`config.mk`:
```
export PLATFORM = sky130hd
export DESIGN_NAME = mod_exp_engine
export DESIGN_NICKNAME = d
export VERILOG_FILES = /design/src/rtl/mod_exp_engine.sv
export SDC_FILE = /design/constraint.sdc
export NUM_CORES = 1
export LEC_CHECK = 0
export CORE_ASPECT_RATIO = 1.2
export CORE_UTILIZATION = 50
export CTS_CLUSTER_DIAMETER = 200
export CTS_CLUSTER_SIZE = 8
export DETAILED_ROUTE_END_ITERATION = 7
export PLACE_DENSITY = 0.7
export SYNTH_ARGS = -nofsm -noshare
export SYNTH_HDL_FRONTEND = slang
export SYNTH_SLANG_ARGS = --single-unit
export TNS_END_PERCENT = 5
```
`constraint.sdc`:
```
create_clock -name clk -period 29.2 [get_ports clk]
set_clock_uncertainty 0.15 [all_clocks]
set_input_delay 2.92 -clock clk [delete_from_list [all_inputs] [get_ports clk]]
set_output_delay 2.92 -clock clk [all_outputs]
set_load 0.02 [all_outputs]
```
`src/rtl/mod_exp_engine.sv`:
```
// Right-to-left square-and-multiply modular exponentiation, built on an
// interleaved shift-add modular multiplier (one multiplier bit per cycle).
module mod_exp_engine #(
  parameter int ARQ = 16
) (
  input  logic [2*ARQ-1:0] base,
  input  logic [2*ARQ-1:0] modulo,
  input  logic [2*ARQ-1:0] exponent,
  input  logic             clk,
  input  logic             reset,
  output logic             finish,
  output logic [2*ARQ-1:0] result
);

  localparam int W  = 2 * ARQ;
  localparam int CW = $clog2(W);

  typedef enum logic [2:0] {LOAD, REDUCE, CHECK, MUL, SQR, DONE} state_t;

  state_t          state;
  logic [W-1:0]    m_reg;
  logic [W-1:0]    e_reg;
  logic [W-1:0]    base_reg;
  logic [W-1:0]    b_reg;
  logic [W-1:0]    acc_reg;
  logic [W+1:0]    r_reg;
  logic [CW-1:0]   cnt_reg;

  logic [W-1:0]    mul_a;
  logic [W-1:0]    mul_x;
  logic [CW-1:0]   bit_idx;
  logic [W+1:0]    m_ext;
  logic [W+1:0]    r_dbl;
  logic [W+1:0]    r_s1;
  logic [W+1:0]    r_next;
  logic            mul_last;

  // Operand selection for the shared multiplier; REDUCE uses a=1 so the
  // multiplier yields base mod m.
  always_comb begin
    mul_a = '0;
    mul_x = '0;
    case (state)
      REDUCE: begin
        mul_a = {{(W-1){1'b0}}, 1'b1};
        mul_x = base_reg;
      end
      MUL: begin
        mul_a = acc_reg;
        mul_x = b_reg;
      end
      SQR: begin
        mul_a = b_reg;
        mul_x = b_reg;
      end
      default: ;
    endcase
  end

  // One shift-add step: r < m and a < m, so 2r + a < 3m; two subtractions suffice.
  always_comb begin
    bit_idx  = CW'(W - 1) - cnt_reg;
    m_ext    = {2'b00, m_reg};
    r_dbl    = (r_reg << 1) + (mul_x[bit_idx] ? {2'b00, mul_a} : '0);
    r_s1     = (r_dbl >= m_ext) ? (r_dbl - m_ext) : r_dbl;
    r_next   = (r_s1 >= m_ext) ? (r_s1 - m_ext) : r_s1;
    mul_last = (cnt_reg == CW'(W - 1));
  end

  always_ff @(posedge clk or posedge reset) begin
    if (reset) begin
      state    <= LOAD;
      m_reg    <= '0;
      e_reg    <= '0;
      base_reg <= '0;
      b_reg    <= '0;
      acc_reg  <= '0;
      r_reg    <= '0;
      cnt_reg  <= '0;
      finish   <= 1'b0;
      result   <= '0;
    end else begin
      case (state)
        LOAD: begin
          m_reg    <= modulo;
          e_reg    <= exponent;
          base_reg <= base;
          acc_reg  <= {{(W-1){1'b0}}, 1'b1};
          r_reg    <= '0;
          cnt_reg  <= '0;
          if (modulo <= {{(W-1){1'b0}}, 1'b1}) begin
            result <= '0;
            finish <= 1'b1;
            state  <= DONE;
          end else begin
            state  <= REDUCE;
          end
        end

        REDUCE, MUL, SQR: begin
          if (mul_last) begin
            r_reg   <= '0;
            cnt_reg <= '0;
            case (state)
              REDUCE: begin
                b_reg <= r_next[W-1:0];
                state <= CHECK;
              end
              MUL: begin
                acc_reg <= r_next[W-1:0];
                state   <= SQR;
              end
              default: begin
                b_reg <= r_next[W-1:0];
                e_reg <= e_reg >> 1;
                state <= CHECK;
              end
            endcase
          end else begin
            r_reg   <= r_next;
            cnt_reg <= cnt_reg + 1'b1;
          end
        end

        CHECK: begin
          if (e_reg == '0) begin
            result <= acc_reg;
            finish <= 1'b1;
            state  <= DONE;
          end else if (e_reg[0]) begin
            state <= MUL;
          end else begin
            state <= SQR;
          end
        end

        default: ;
      endcase
    end
  end

endmodule

```
==> flow_summary.yaml <==
worst_hold_path:
  hold_path_class: "register to register"
clock_network:
  path_clk_slew_ps: 50
  cts_hold_buf: 0
  clk_latency_ps: 520
  post_cts.repair.setup_buffers: 0
  cts_max_path_buffers: 3
  cts_root_buf: "clkbuf_16"
  clock_sinks: 234
  ctsResizeCount: 0
  cts_htree_levels: 2
  cts_tree: "built"
  cts_made_buffers: 35
setup_path:
  worstPathRequired_ps: 29440
  crit_type: "register to register"
  worstPathMaxFanout: 46
  cp-start-kind: "register"
  cp-end-kind: "register"
  critical-path-max-stage-delay_ps: 700
  cpMostUsedCell: "a21oi_1"
  cp_slowest_cell: "a2111oi_0"
  arrival_ps: 12170
route:
  num_vias: 14100
  ant_nets: 0
  drtIter0Drc: 1015
  firstDrtPassIters: 8
  avgRoutedWirePerCell_um: 20.1
  vias_per_cell: 6.08
  drc: 20
  finalWirelength_mm: 46.6
logic_synthesis:
  synth_edf_count: 0
  synth_top_area_share_pct: 36.4
  ys_warn_count: 0
  synth_mux_area_share_pct: 9.77
  synthAdderAreaFrac_pct: 7.92
  seq_area_frac_synth_pct: 36.4
  yosys.area_share.xor_xnor_pct: 4.46
  synth_top_family_by_area: "compound AO/OA/AOI/OAI gates"
  syn-cell-area_sq_mm: 0.0161
  netlist_instances: 1818
  synth_area_leader_cell: "dfrtp_1"
  synth_nets: 2016
  avgSynthCellArea_sq_um: 8.84
  synth_ff_type: "dfrtp_1"
  synth-seq-cells: 234
  synth_cell_types: 68
  synthTopCellsByArea: "dfrtp_1 36%, ha_1 7.5%, nand2_1 5.3%"
  synth_compound_area_share_pct: 21.9
  async_flop_share_pct: 100
  yosys.area_share.simple_pct: 15.6
place:
  port_buffers: 130
  dpl.hpwl_mm: 34.6
  place_congestion: 0.983
global_routing:
  grt_max_degree: 152
  antenna_found_initial: 0
  track_usage_pct: 28.6
  grt_pass1_wl_mm: 74.2
  grt_pass1_vias: 13600
  grt-ovfl-total: 0
finish:
  area_growth_pct: 15.8
  final_common_cell: "dfrtp_1"
  n_antenna_cell: 0
  layout.nets: 2110
  layout_common_cells: "234 x dfrtp_1, 226 x nand2_1, 161 x o21ai_0, 136 x a21oi_1, 131 x nor2_1"
  largest_reg_flops: 33
  fillers: 2860
  drive_gt1_share_pct: 8.05
sta:
  finalCritPeriodShare_pct: 40.8
  finalHoldViolCount: 0
  fmax_ghz: 0.0839
  drv_slew: 0
  final.min_clock_period_ps: 11920
  tns_ps: 0
  rsz0062_at_grt: "false"
  setup_viol: 0
  worst_pin_slew_ps: 1060
  relSlewSlack_pct: 29.4
floorplan:
  fp.dieH_um: 198
  rows: 71
  start_util_pct: 51.0
  io_pins: 131
  die_w_um: 166
  core_sq_mm: 0.0315
  dieArea_sq_mm: 0.0329
flow_run:
  maxCapViolations: 0
status:
  violations: "design-rule violations"
  outcome: "complete, but fails checks"
==> cell families after synthesis <==
| family | Yosys count |
|---|---|
| compound gates | 557 |
| xor+xnor | 81 |
| fa+ha+maj | 100 |
| buf+inv | 159 |
| flops | 234 |
| mux | 137 |
| simple gates | 550 |
==> stage by stage <==
stage | area [sq um] | utilization, % | hold slack (ps) | std cells | worst slack, ps
2_1_floorplan | 16100 | - | 306 | 1818 | 19450
3_3_place_gp | 17700 | 56.1 | 303 | 2276 | 17670
3_5_place_dp | 17700 | 56.1 | 310 | 2276 | 17410
4_1_cts | 18600 | 59.0 | 328 | 2315 | 17390
5_1_grt | 18600 | 59.0 | 351 | 2315 | 16210
6_report | 18600 | 59.0 | 323 | 2315 | 17280
==> path summary, 6_finish.rpt <==
| path | start | slack [ps] | to | cells past startpoint |
|---|---|---|---|---|
| setup / recovery | state[0] | 17280 | acc_reg[4] | 41 |
| hold / removal | result[5] | 320 | result[5] | 2 |
| setup reg to reg | state[0] | 17280 | acc_reg[4] | 41 |
| hold reg to reg | result[5] | 320 | result[5] | 2 |
| max in group asynchronous | reset | 24320 | acc_reg[20] | 3 |
| min in group asynchronous | reset | 2890 | base_reg[25] | 2 |
==> critical path, delay by kind of cell, from the launching register on <==
kind | cells | cell delay [ps]
AO/OA/AOI/OAI | 24 | 6720
adder cells (fa/ha/maj) | 3 | 960
XOR/XNOR | 1 | 150
buffers and inverters | 3 | 1160
AND/OR/NAND/NOR | 8 | 1610
multiplexers | 2 | 390
flip-flops | 1 | 600
==> cells in the mapped netlist (7+ instances only) <==
master    instances
clkbuf_1         77
a211oi_1         44
a21o_1           34
inv_1            65
a221o_1          16
ha_1             97
nor2b_1          17
nor3_1           27
o21ai_1          21
nor2_1          133
a22oi_1          31
and3_1           21
nand2_1         226
o21bai_1         20
o211ai_1          7
nand4_1          17
nor4_1           25
nand3_1          32
xor2_1           20
a211o_1          11
mux2i_1          61
a22o_1           17
mux2_2           62
nand2b_1         17
o21ai_0         161
o21a_1           11
a21oi_1         137
dfrtp_1         234
mux4_2            7
xnor2_1          60
==> per-layer routing <==
metal	up-vias	wire, um	global-route usage [%]
li1	6782	-	-
met1	6764	21400	39.8
met2	448	21200	46.1
met3	88	2750	3.86
met4	0	1320	9.24
met5	-	0	0
==> area by class of cell <==
class | count | area (sq um) | share of cell area [%]
multi-input cells | 1425 | 9620 | 51.7
repair buffers | 151 | 1460 | 7.83
flip-flops and latches | 234 | 5860 | 31.4
well taps | 401 | 502 | 2.69
clock inverters | 3 | 33.8 | 0.181
inverters | 65 | 251 | 1.35
clock buffers | 36 | 901 | 4.84
Power is not shown: default switching activity piles up to over one toggle a cycle in this logic, so the estimate is an artifact.
